**src/rtl/utils_pkg.sv**
```systemverilog
// Shared types and helpers for the systolic array feeder.
// The feeder FSM states and the drain-length rule live here so every file uses the same encoding.
package utils_pkg;

   typedef enum logic [1:0] {
      IDLE   = 2'd0,
      LOAD   = 2'd1,
      STREAM = 2'd2,
      DRAIN  = 2'd3
   } feeder_state_e;

   // Cycles for the last injected value to cross the full array diagonal.
   function automatic int drain_len(input int w, input int h);
      return w + h - 1;
   endfunction

endpackage

```
**src/rtl/skew_delay_line.sv**
```systemverilog
// Per-row shift register that builds the diagonal skew on the array's left edge.
// DEPTH=0 is a pure wire so row 0 sees only the shared input stage.
module skew_delay_line #(
   parameter int DEPTH = 1,
   parameter int WIDTH = 8
) (
   input  logic             clk,
   input  logic             rst,
   input  logic [WIDTH-1:0] din,
   output logic [WIDTH-1:0] dout
);

   generate
      if (DEPTH == 0) begin : g_bypass
         logic unused_ctrl;
         assign unused_ctrl = clk ^ rst;
         assign dout        = din;
      end else begin : g_pipe
         logic [WIDTH-1:0] pipe_reg [DEPTH];

         always_ff @(posedge clk) begin
            if (rst) begin
               for (int i = 0; i < DEPTH; i++) pipe_reg[i] <= '0;
            end else begin
               pipe_reg[0] <= din;
               for (int i = 1; i < DEPTH; i++) pipe_reg[i] <= pipe_reg[i-1];
            end
         end

         assign dout = pipe_reg[DEPTH-1];
      end
   endgenerate

endmodule

```
**src/rtl/systolic_array_feeder.sv**
```systemverilog
// Input-side sequencer for one PE-array tile job: weight load, skewed activations, drain, pop.
// Optional macro FEEDER_STALL_CNT_EN adds o_stall_cnt counting input-starved cycles.
module systolic_array_feeder
   import utils_pkg::*;
#(
   parameter int PE_ARRAY_W     = 4,
   parameter int PE_ARRAY_H     = 4,
   parameter int IN_DATA_WIDTH  = 8,
   parameter int OUT_DATA_WIDTH = 24,
   parameter int MAX_VEC        = 256
) (
   input  logic                              clk,
   input  logic                              rst,
   input  logic                              i_start,
   input  logic [$clog2(MAX_VEC+1)-1:0]      i_num_vec,
   input  logic                              i_w_vld,
   output logic                              o_w_rdy,
   input  logic [IN_DATA_WIDTH-1:0]          i_w_data    [PE_ARRAY_W],
   input  logic                              i_a_vld,
   output logic                              o_a_rdy,
   input  logic [IN_DATA_WIDTH-1:0]          i_a_data    [PE_ARRAY_H],
   output logic [PE_ARRAY_W-1:0]             o_load_vld,
   output logic [$clog2(PE_ARRAY_H)-1:0]     o_load_id   [PE_ARRAY_W],
   output logic [IN_DATA_WIDTH-1:0]          o_load_data [PE_ARRAY_W],
   output logic [PE_ARRAY_W-1:0]             o_pop_vld,
   output logic [OUT_DATA_WIDTH-1:0]         o_up_data   [PE_ARRAY_W],
   output logic [IN_DATA_WIDTH-1:0]          o_left_data [PE_ARRAY_H],
   output logic                              o_busy,
`ifdef FEEDER_STALL_CNT_EN
   output logic [31:0]                       o_stall_cnt,
`endif
   output logic                              o_done
);

   localparam int VEC_W     = $clog2(MAX_VEC + 1);
   localparam int ID_W      = $clog2(PE_ARRAY_H);
   localparam int DRAIN_LEN = drain_len(PE_ARRAY_W, PE_ARRAY_H);
   localparam int DCNT_W    = $clog2(DRAIN_LEN + 1);

   localparam logic [ID_W-1:0]   LAST_ROW   = ID_W'(PE_ARRAY_H - 1);
   localparam logic [DCNT_W-1:0] DRAIN_LAST = DCNT_W'(DRAIN_LEN);

   feeder_state_e state_reg, state_next;

   logic [VEC_W-1:0]  k_reg;
   logic [VEC_W-1:0]  vec_cnt_reg;
   logic [ID_W-1:0]   row_cnt_reg;
   logic [DCNT_W-1:0] drain_cnt_reg;

   logic w_rdy, a_rdy, pop;
   logic w_hs, a_hs, start_acc;

   logic                     load_vld_reg;
   logic [ID_W-1:0]          load_id_reg;
   logic [IN_DATA_WIDTH-1:0] load_data_reg [PE_ARRAY_W];
   logic [IN_DATA_WIDTH-1:0] a_stage_reg   [PE_ARRAY_H];

   assign w_hs      = w_rdy & i_w_vld;
   assign a_hs      = a_rdy & i_a_vld;
   assign start_acc = (state_reg == IDLE) & i_start;

   always_ff @(posedge clk) begin
      if (rst) state_reg <= IDLE;
      else     state_reg <= state_next;
   end

   always_comb begin
      state_next = state_reg;
      w_rdy      = 1'b0;
      a_rdy      = 1'b0;
      pop        = 1'b0;
      case (state_reg)
         IDLE: begin
            if (i_start) state_next = LOAD;
         end
         LOAD: begin
            w_rdy = 1'b1;
            if (i_w_vld && row_cnt_reg == LAST_ROW)
               state_next = (k_reg != '0) ? STREAM : DRAIN;
         end
         STREAM: begin
            a_rdy = (vec_cnt_reg < k_reg);
            // Leave on the edge that accepts the K-th vector so the drain starts right behind it.
            if (vec_cnt_reg == k_reg ||
                (a_rdy && i_a_vld && (vec_cnt_reg + VEC_W'(1)) == k_reg))
               state_next = DRAIN;
         end
         DRAIN: begin
            if (drain_cnt_reg == DRAIN_LAST) begin
               pop        = 1'b1;
               state_next = IDLE;
            end
         end
         default: state_next = IDLE;
      endcase
   end

   always_ff @(posedge clk) begin
      if (rst) begin
         k_reg         <= '0;
         vec_cnt_reg   <= '0;
         row_cnt_reg   <= '0;
         drain_cnt_reg <= '0;
      end else begin
         if (start_acc) begin
            k_reg       <= i_num_vec;
            vec_cnt_reg <= '0;
            row_cnt_reg <= '0;
         end
         if (w_hs && row_cnt_reg != LAST_ROW) row_cnt_reg <= row_cnt_reg + ID_W'(1);
         if (a_hs && vec_cnt_reg != k_reg)    vec_cnt_reg <= vec_cnt_reg + VEC_W'(1);
         if (state_reg != DRAIN)              drain_cnt_reg <= '0;
         else if (drain_cnt_reg != DRAIN_LAST) drain_cnt_reg <= drain_cnt_reg + DCNT_W'(1);
      end
   end

   // Weight beats are re-registered so the array sees one clean beat per accepted row.
   always_ff @(posedge clk) begin
      if (rst) begin
         load_vld_reg <= 1'b0;
         load_id_reg  <= '0;
         for (int j = 0; j < PE_ARRAY_W; j++) load_data_reg[j] <= '0;
      end else begin
         load_vld_reg <= w_hs;
         load_id_reg  <= w_hs ? row_cnt_reg : '0;
         for (int j = 0; j < PE_ARRAY_W; j++)
            load_data_reg[j] <= w_hs ? i_w_data[j] : '0;
      end
   end

   always_ff @(posedge clk) begin
      if (rst) begin
         for (int i = 0; i < PE_ARRAY_H; i++) a_stage_reg[i] <= '0;
      end else begin
         for (int i = 0; i < PE_ARRAY_H; i++)
            a_stage_reg[i] <= a_hs ? i_a_data[i] : '0;
      end
   end

   genvar gi;
   generate
      for (gi = 0; gi < PE_ARRAY_W; gi++) begin : g_col
         assign o_load_id[gi]   = load_id_reg;
         assign o_load_data[gi] = load_data_reg[gi];
         assign o_up_data[gi]   = '0;
      end
      for (gi = 0; gi < PE_ARRAY_H; gi++) begin : g_row
         skew_delay_line #(
            .DEPTH (gi),
            .WIDTH (IN_DATA_WIDTH)
         ) u_skew (
            .clk  (clk),
            .rst  (rst),
            .din  (a_stage_reg[gi]),
            .dout (o_left_data[gi])
         );
      end
   endgenerate

   assign o_load_vld = {PE_ARRAY_W{load_vld_reg}};
   assign o_pop_vld  = {PE_ARRAY_W{pop}};
   assign o_w_rdy    = w_rdy;
   assign o_a_rdy    = a_rdy;
   assign o_busy     = (state_reg != IDLE);
   assign o_done     = pop;

`ifdef FEEDER_STALL_CNT_EN
   logic [31:0] stall_cnt_reg;
   logic        stall_evt;

   assign stall_evt = ((state_reg == LOAD) & ~i_w_vld) | (a_rdy & ~i_a_vld);

   always_ff @(posedge clk) begin
      if (rst)                                  stall_cnt_reg <= '0;
      else if (start_acc)                       stall_cnt_reg <= '0;
      else if (stall_evt && stall_cnt_reg != '1) stall_cnt_reg <= stall_cnt_reg + 32'd1;
   end

   assign o_stall_cnt = stall_cnt_reg;
`endif

endmodule

```
**config.mk**
```make
export PLATFORM = sky130hd
export DESIGN_NAME = systolic_array_feeder
export DESIGN_NICKNAME = d
export VERILOG_FILES = /design/src/rtl/utils_pkg.sv /design/src/rtl/skew_delay_line.sv /design/src/rtl/systolic_array_feeder.sv
export SDC_FILE = /design/constraint.sdc
export NUM_CORES = 1
export LEC_CHECK = 0
export BUFFER_PORTS_ARGS = -buffer_cell sky130_fd_sc_hd__clkbuf_2
export CAP_MARGIN = 30
export CORE_UTILIZATION = 53
export CTS_BUF_LIST = sky130_fd_sc_hd__clkbuf_8
export DETAILED_ROUTE_END_ITERATION = 16
export PLACE_DENSITY_LB_ADDON = 0.08
export SETUP_SLACK_MARGIN = 0.2
export SLEW_MARGIN = 20
export SYNTH_ARGS = -nofsm -noshare
export SYNTH_HDL_FRONTEND = slang
export SYNTH_SLANG_ARGS = --single-unit
```
**constraint.sdc**
```tcl
create_clock -name clk -period 3.5 [get_ports clk]
set_input_delay 0.525 -clock clk [delete_from_list [all_inputs] [get_ports clk]]
set_output_delay 0.525 -clock clk [all_outputs]
set_load 0.1 [all_outputs]
```
==> impl_metrics.yaml, run 1 <==
drt:
  num_vias: 3761
  drc: 0
  post_drt_wl_per_cell_um: 12.3
  drt_wl_total_um: 10600
  via_per_inst: 4.37
  dr.pass1.iters: 5
  drt_iter0_markers: 155
  postRouteAntennaNets: 0
die:
  core-area_sq_um: 10500
  io_pins: 258
  core.rowCount: 37
  initial_utilization_pct: 55.5
  die_area_sq_um: 11400
  chipHeight_um: 107
  die_w_um: 107
worst_setup_path:
  cp_slowest_cell: "dfxtp_1"
  r2r_start: "k_reg[7]"
  rrSetupSlack_ns: 1.08
  crit_path_end_kind: "output port"
  path_cells: "ha_1 > a21oi_1 > a31oi_4 > nor4b_4 > clkbuf_2"
  reg2reg_depth: 9
  reg2reg_to: "vec_cnt_reg[2]"
  critical_path_class: "register to output port"
  worst-path-max-fanout: 9
  cp_slowest_stage_delay_ns: 0.51
  critPathTopFamily: "flip-flops"
  arrival_ns: 2.44
  startpoint: "vec_cnt_reg[4]"
  cp-start-kind: "register"
  cp.depth: 5
  cp_num_buf_inv: 1
  required_ns: 2.97
final_layout:
  largest_register_ffs: 48
  syn2layout_area_growth_pct: 12.4
  diodes: 0
  drive_gt1_share_pct: 29.7
  final_nets: 809
  utilization_pct: 62.4
  fillers: 923
  mostFrequentLayoutCell: "clkbuf_2"
  layout_common_cells: "clkbuf_2, dfxtp_1, conb_1, and2_1, nor2b_1"
timing:
  rsz0062_at_grt: "no"
  relSlewSlack_pct: 61.7
  post-route-period-util_pct: 84.7
  max_slew.worst_pin.slew_ns: 0.577
  clock_skew_ns: 0.00633
  drv_slew: 0
  finalSetupTns_ns: 0
  hold_viol: 0
  setup-violations-final: 0
  final.setup.worst_slack_ns: 0.535
  worst_hold_slack_ns: 0.295
  min_period_ns: 2.96
  fmax_ghz: 0.337
clock_network:
  clkLatencyLatePin_ns: 0.42
  clock_sinks: 140
  hold_buffers: 0
  clk_pin_slew_ns: 0.07
  htreeDepth: 4
  cts.repair.resized: 0
  cts_buffers: 17
  clockBufferDepth: 2
  cts-root-buf: "clkbuf_8"
  cts_setup_buffers: 0
  cts_tree: "yes"
hold_path:
  hp-class: "input pin to register"
  hold_start: "i_a_data[19]"
  hold_depth: 2
  min_to: "a_stage_reg[1][3]"
grt:
  grt_pass1_vias: 3557
  grt_overflow: 0
  use_met3_pct: 6.26
  met1_usage_pct: 22.4
  grt_usage_pct: 19.3
  grt_antenna_before_repair: 0
  met2_usage_pct: 32.3
  grt.busiest_layer: "met2"
  grt_first_pass_wirelength_um: 16700
  grt_max_degree: 36
place:
  post-dp-hpwl_um: 8270
  port_buffers: 161
  pre_cts_ws_ns: 0.966
  globalplace.congestion: 0.797
yosys:
  synthArstFlopShare_pct: 0
  syn_area_per_cell_sq_um: 10.1
  synth_cell_types: 54
  yosysSeqAreaShare_pct: 48.2
  synth-edff-count: 0
  synth_area_sq_um: 5810
  syn_inst: 577
  ys_seq_elements: 140
  ys.flop_type: "dfxtp_1"
  ys_warn_count: 0
power:
  p_total_w: 0.00423
  irDropWorstVdd_v: 0.000467
  p_per_area_nw_per_um2: 648
  leakage_nw: 3.14
run:
  max_cap_viol_count: 0
status:
  status: "completed"
## worst max path at each step
stage | end | slack [ns]
2_1_floorplan | o_a_rdy | 0.74
3_3_place_gp | o_a_rdy | 1.01
3_5_place_dp | o_a_rdy | 0.97
4_1_cts | o_a_rdy | 0.49
5_1_grt | o_a_rdy | 0.43
6_report | o_a_rdy | 0.54
## report_power, final
part | switching (W) | internal (W)
registers | 0.0000417 | 0.00166
clock network | 0.000562 | 0.000588
logic | 0.00113 | 0.000248
total | 0.00173 | 0.00250
## stage by stage
step / std cells / cell area, sq um
2_1_floorplan: 672 / 6180
3_3_place_gp: 830 / 6170
3_5_place_dp: 830 / 6170
4_1_cts: 861 / 6530
5_1_grt: 861 / 6530
6_report: 861 / 6530
## cells in the mapped netlist, drive strengths merged (2+ instances only)
| master | number | area share, % |
|---|---|---|
| nor4 | 3 | 0.43 |
| nand4 | 4 | 0.43 |
| nand2b | 2 | 0.22 |
| a31oi | 6 | 1.4 |
| nor4b | 2 | 0.56 |
| clkbuf | 14 | 0.90 |
| inv | 16 | 1.0 |
| xor2 | 4 | 0.60 |
| and3 | 2 | 0.22 |
| mux2i | 2 | 0.34 |
| buf | 131 | 17 |
| or3 | 2 | 0.22 |
| a21oi | 20 | 1.7 |
| a311oi | 2 | 0.30 |
| nand3 | 8 | 0.78 |
| nor2b | 50 | 5.4 |
| xnor2 | 9 | 1.4 |
| nor2 | 16 | 1.0 |
| a21boi | 2 | 0.26 |
| ha | 18 | 3.9 |
| dfxtp | 140 | 48 |
| o22ai | 2 | 0.43 |
| nand2 | 27 | 1.7 |
| or2b | 2 | 0.26 |
| o21ai | 4 | 0.34 |
| nor3 | 2 | 0.26 |
| a2bb2oi | 2 | 0.30 |
| o31ai | 2 | 0.58 |
| and2 | 69 | 7.5 |
## cells by family (layout without fill, tap and decap cells)
kind of cell	Yosys count	count (layout)	share of synthesized area, %
AOI/OAI and AO/OA	46	46	6.44
xor gates and xnor gates	14	14	2.35
adders and majority gates	18	18	3.88
buffers and inverters	161	214	18.8
DFF	140	140	48.2
muxes	2	2	0.345
other	1	96	0.0646
and+or+nand+nor	195	195	19.9
## layout make-up
type / count / area [sq um] / share of cell area (%)
Clock buffer: 19 / 262 / 4.00
Clock inverter: 12 / 98.8 / 1.51
Inverter: 16 / 60.1 / 0.920
Multi-Input combinational cell: 371 / 2290 / 35.0
Sequential cell: 140 / 2800 / 42.9
Tap cell: 136 / 170 / 2.61
Timing Repair Buffer: 167 / 851 / 13.0
## worst register-to-register path: cells and delay by family, from the launching register on
kind	cells	cell delay, ns
flops	1	0.39
compound gates	3	0.44
buf+inv	2	0.29
simple gates	3	0.92
fa+ha+maj	1	0.32
## routing by layer
metal	share of wire, %	up-vias
met5	0	-
met4	2.0	0
met3	6.4	19
met2	50	137
met1	41	1714
li1	-	1891
Note: power is estimated with default switching activity, not from simulation.
==> run 2: changes to the inputs <==
CORE_UTILIZATION = 49   (was 53)
clock period = 2.9 ns   (was 3.5 ns; I/O delays follow)
==> run 2 against run 1 <==
Compared with the run above:
- clock power increased by 43%
- final area rose by 1.6%
- total power grew 27%
- non-clock buffer count is the same
- sequential share of layout area shrank 0.60 points
- combinational power up 21%
- critical path depth up 1
- wire length decreased by 0.58%
- sequential power up 20%
- first-iteration DRC count rose by 7.1%
- clock skew hardly changed
- critical path type unchanged
==> impl_metrics.yaml, run 2 (synthesis gave the netlist of run 1 again) <==
die:
  die_w_um: 111
  initial_utilization_pct: 50.7
  chipHeight_um: 111
  core-area_sq_um: 11500
  core.rowCount: 39
  die_area_sq_um: 12300
  io_pins: 258
drt:
  num_vias: 3743
  postRouteAntennaNets: 0
  via_per_inst: 4.31
  dr.pass1.iters: 4
  drt_iter0_markers: 166
  post_drt_wl_per_cell_um: 12.1
  drc: 0
  drt_wl_total_um: 10500
worst_setup_path:
  cp-start-kind: "register"
  rrSetupSlack_ns: 0.44
  required_ns: 2.47
  worst-path-max-fanout: 6
  startpoint: "vec_cnt_reg[3]"
  crit_path_end: "o_a_rdy"
  reg2reg_to: "vec_cnt_reg[4]"
  r2r_start: "k_reg[7]"
  arrival_ns: 2.14
  crit_path_end_kind: "output port"
  critical_path_class: "register to output port"
  reg2reg_depth: 8
clock_network:
  clock_sinks: 140
  clockBufferDepth: 2
  cts_buffers: 17
  clk_pin_slew_ns: 0.07
  cts-root-buf: "clkbuf_8"
  htreeDepth: 4
  cts_tree: "yes"
  clkLatencyLatePin_ns: 0.43
timing:
  relSlewSlack_pct: 61.8
  clock_skew_ns: 0.00586
  hold_viol: 0
  drv_slew: 0
  setup-violations-final: 0
  post-route-period-util_pct: 88.8
  rsz0062_at_grt: "no"
  fmax_ghz: 0.388
  min_period_ns: 2.57
  max_slew.worst_pin.slew_ns: 0.576
  finalSetupTns_ns: 0
final_layout:
  fillers: 997
  fin_area_sq_um: 6640
  final_nets: 809
  syn2layout_area_growth_pct: 14.2
  largest_register_ffs: 48
  layout_common_cells: "clkbuf_2, dfxtp_1, conb_1, and2_1, nor2b_1"
  diodes: 0
  mostFrequentLayoutCell: "clkbuf_2"
  drive_gt1_share_pct: 30.3
grt:
  grt_antenna_before_repair: 0
  grt_max_degree: 55
  grt_usage_pct: 17.3
  met1_usage_pct: 17.7
  use_met3_pct: 7.87
  grt.busiest_layer: "met2"
  met2_usage_pct: 30.4
  grt_pass1_vias: 3482
  grt_overflow: 0
  grt_first_pass_wirelength_um: 16400
power:
  leakage_nw: 3.20
  p_per_area_nw_per_um2: 809
  irDropWorstVdd_v: 0.000764
place:
  placed_cell_area_sq_um: 6170
  globalplace.congestion: 0.861
  post-dp-hpwl_um: 8090
  port_buffers: 161
status:
  status: "completed"
hold_path:
  hp-class: "input pin to register"
run:
  max_cap_viol_count: 0
-- run 2: cell types whose count changed in the layout (fill, tap and decap cells not counted), sizes merged --
cell	before	now
buf	6	7
bufinv	1	4
clkbuf	180	178
clkinvlp	3	0
inv	18	20
-- run 2: timing repair --
action                                  CTS  global route
hold buffers                              0             0
endpoints found under the setup margin    1             1
buffers inserted                          0             1
pin swaps                                 0             2
resized for setup                         5             4
-- run 2: how the worst min path moves through the flow --
| stage | start | to | slack [ns] | cells past startpoint |
|---|---|---|---|---|
| 2_1_floorplan | a_stage_reg[1][0] | g_row[1].u_skew.g_pipe.pipe_reg[0][0] | 0.41 | 1 |
| 5_1_grt | i_w_data[30] | load_data_reg[0][6] | 0.16 | 2 |
| 3_3_place_gp | a_stage_reg[1][1] | g_row[1].u_skew.g_pipe.pipe_reg[0][1] | 0.42 | 1 |
| 6_report | i_w_data[21] | load_data_reg[1][5] | 0.20 | 2 |
| 3_5_place_dp | a_stage_reg[2][4] | g_row[2].u_skew.g_pipe.pipe_reg[0][4] | 0.42 | 1 |
| 4_1_cts | i_a_data[18] | a_stage_reg[1][2] | 0.16 | 2 |
-- run 2: final cells by class --
class                   count  area [sq um]  share of cell area [%]
clock inverters            14           178                    2.68
flip-flops and latches    140          2810                    42.3
inverters                  16          60.1                   0.905
clock buffers              18           248                    3.73
repair buffers            167           861                    13.0
well taps                 143           179                    2.70
multi-input cells         371          2300                    34.7
-- run 2: layer usage --
| metal | routed length [um] | share of wire (%) | vias to the layer above |
|---|---|---|---|
| met5 | 0 | 0 | - |
| met4 | 150 | 1.4 | 0 |
| met3 | 874 | 8.3 | 13 |
| met2 | 5590 | 53 | 152 |
| met1 | 3920 | 37 | 1690 |
| li1 | - | - | 1888 |
-- run 2: power breakdown --
group	internal [W]	leakage (nW)	total [W]	switching [W]
Clock	0.000949	0.230	0.00164	0.000690
Sequential	0.00201	1.13	0.00206	0.0000498
Combinational	0.000312	1.83	0.00167	0.00136
-- run 2: worst max-delay path: stages, from the launching register on --
cell and delay [ns]:
dfxtp_1 0.46, ha_1 0.31, nand3_2 0.10, o21bai_4 0.13, a31oi_4 0.13, nor4b_4 0.34, buf_8 0.24
-- run 2: per-stage QoR --
step	utilization, %	instances	total power (W)	hold WS, ns	setup slack (ns)
after floorplan	-	672	0.00364	0.414	0.233
after global placement	53.8	836	0.00374	0.417	0.471
after detailed placement	53.8	836	0.00375	0.421	0.366
after CTS	57.7	868	0.00541	0.163	0.206
after global routing	57.9	869	0.00560	0.160	0.197
final	57.9	869	0.00537	0.195	0.325
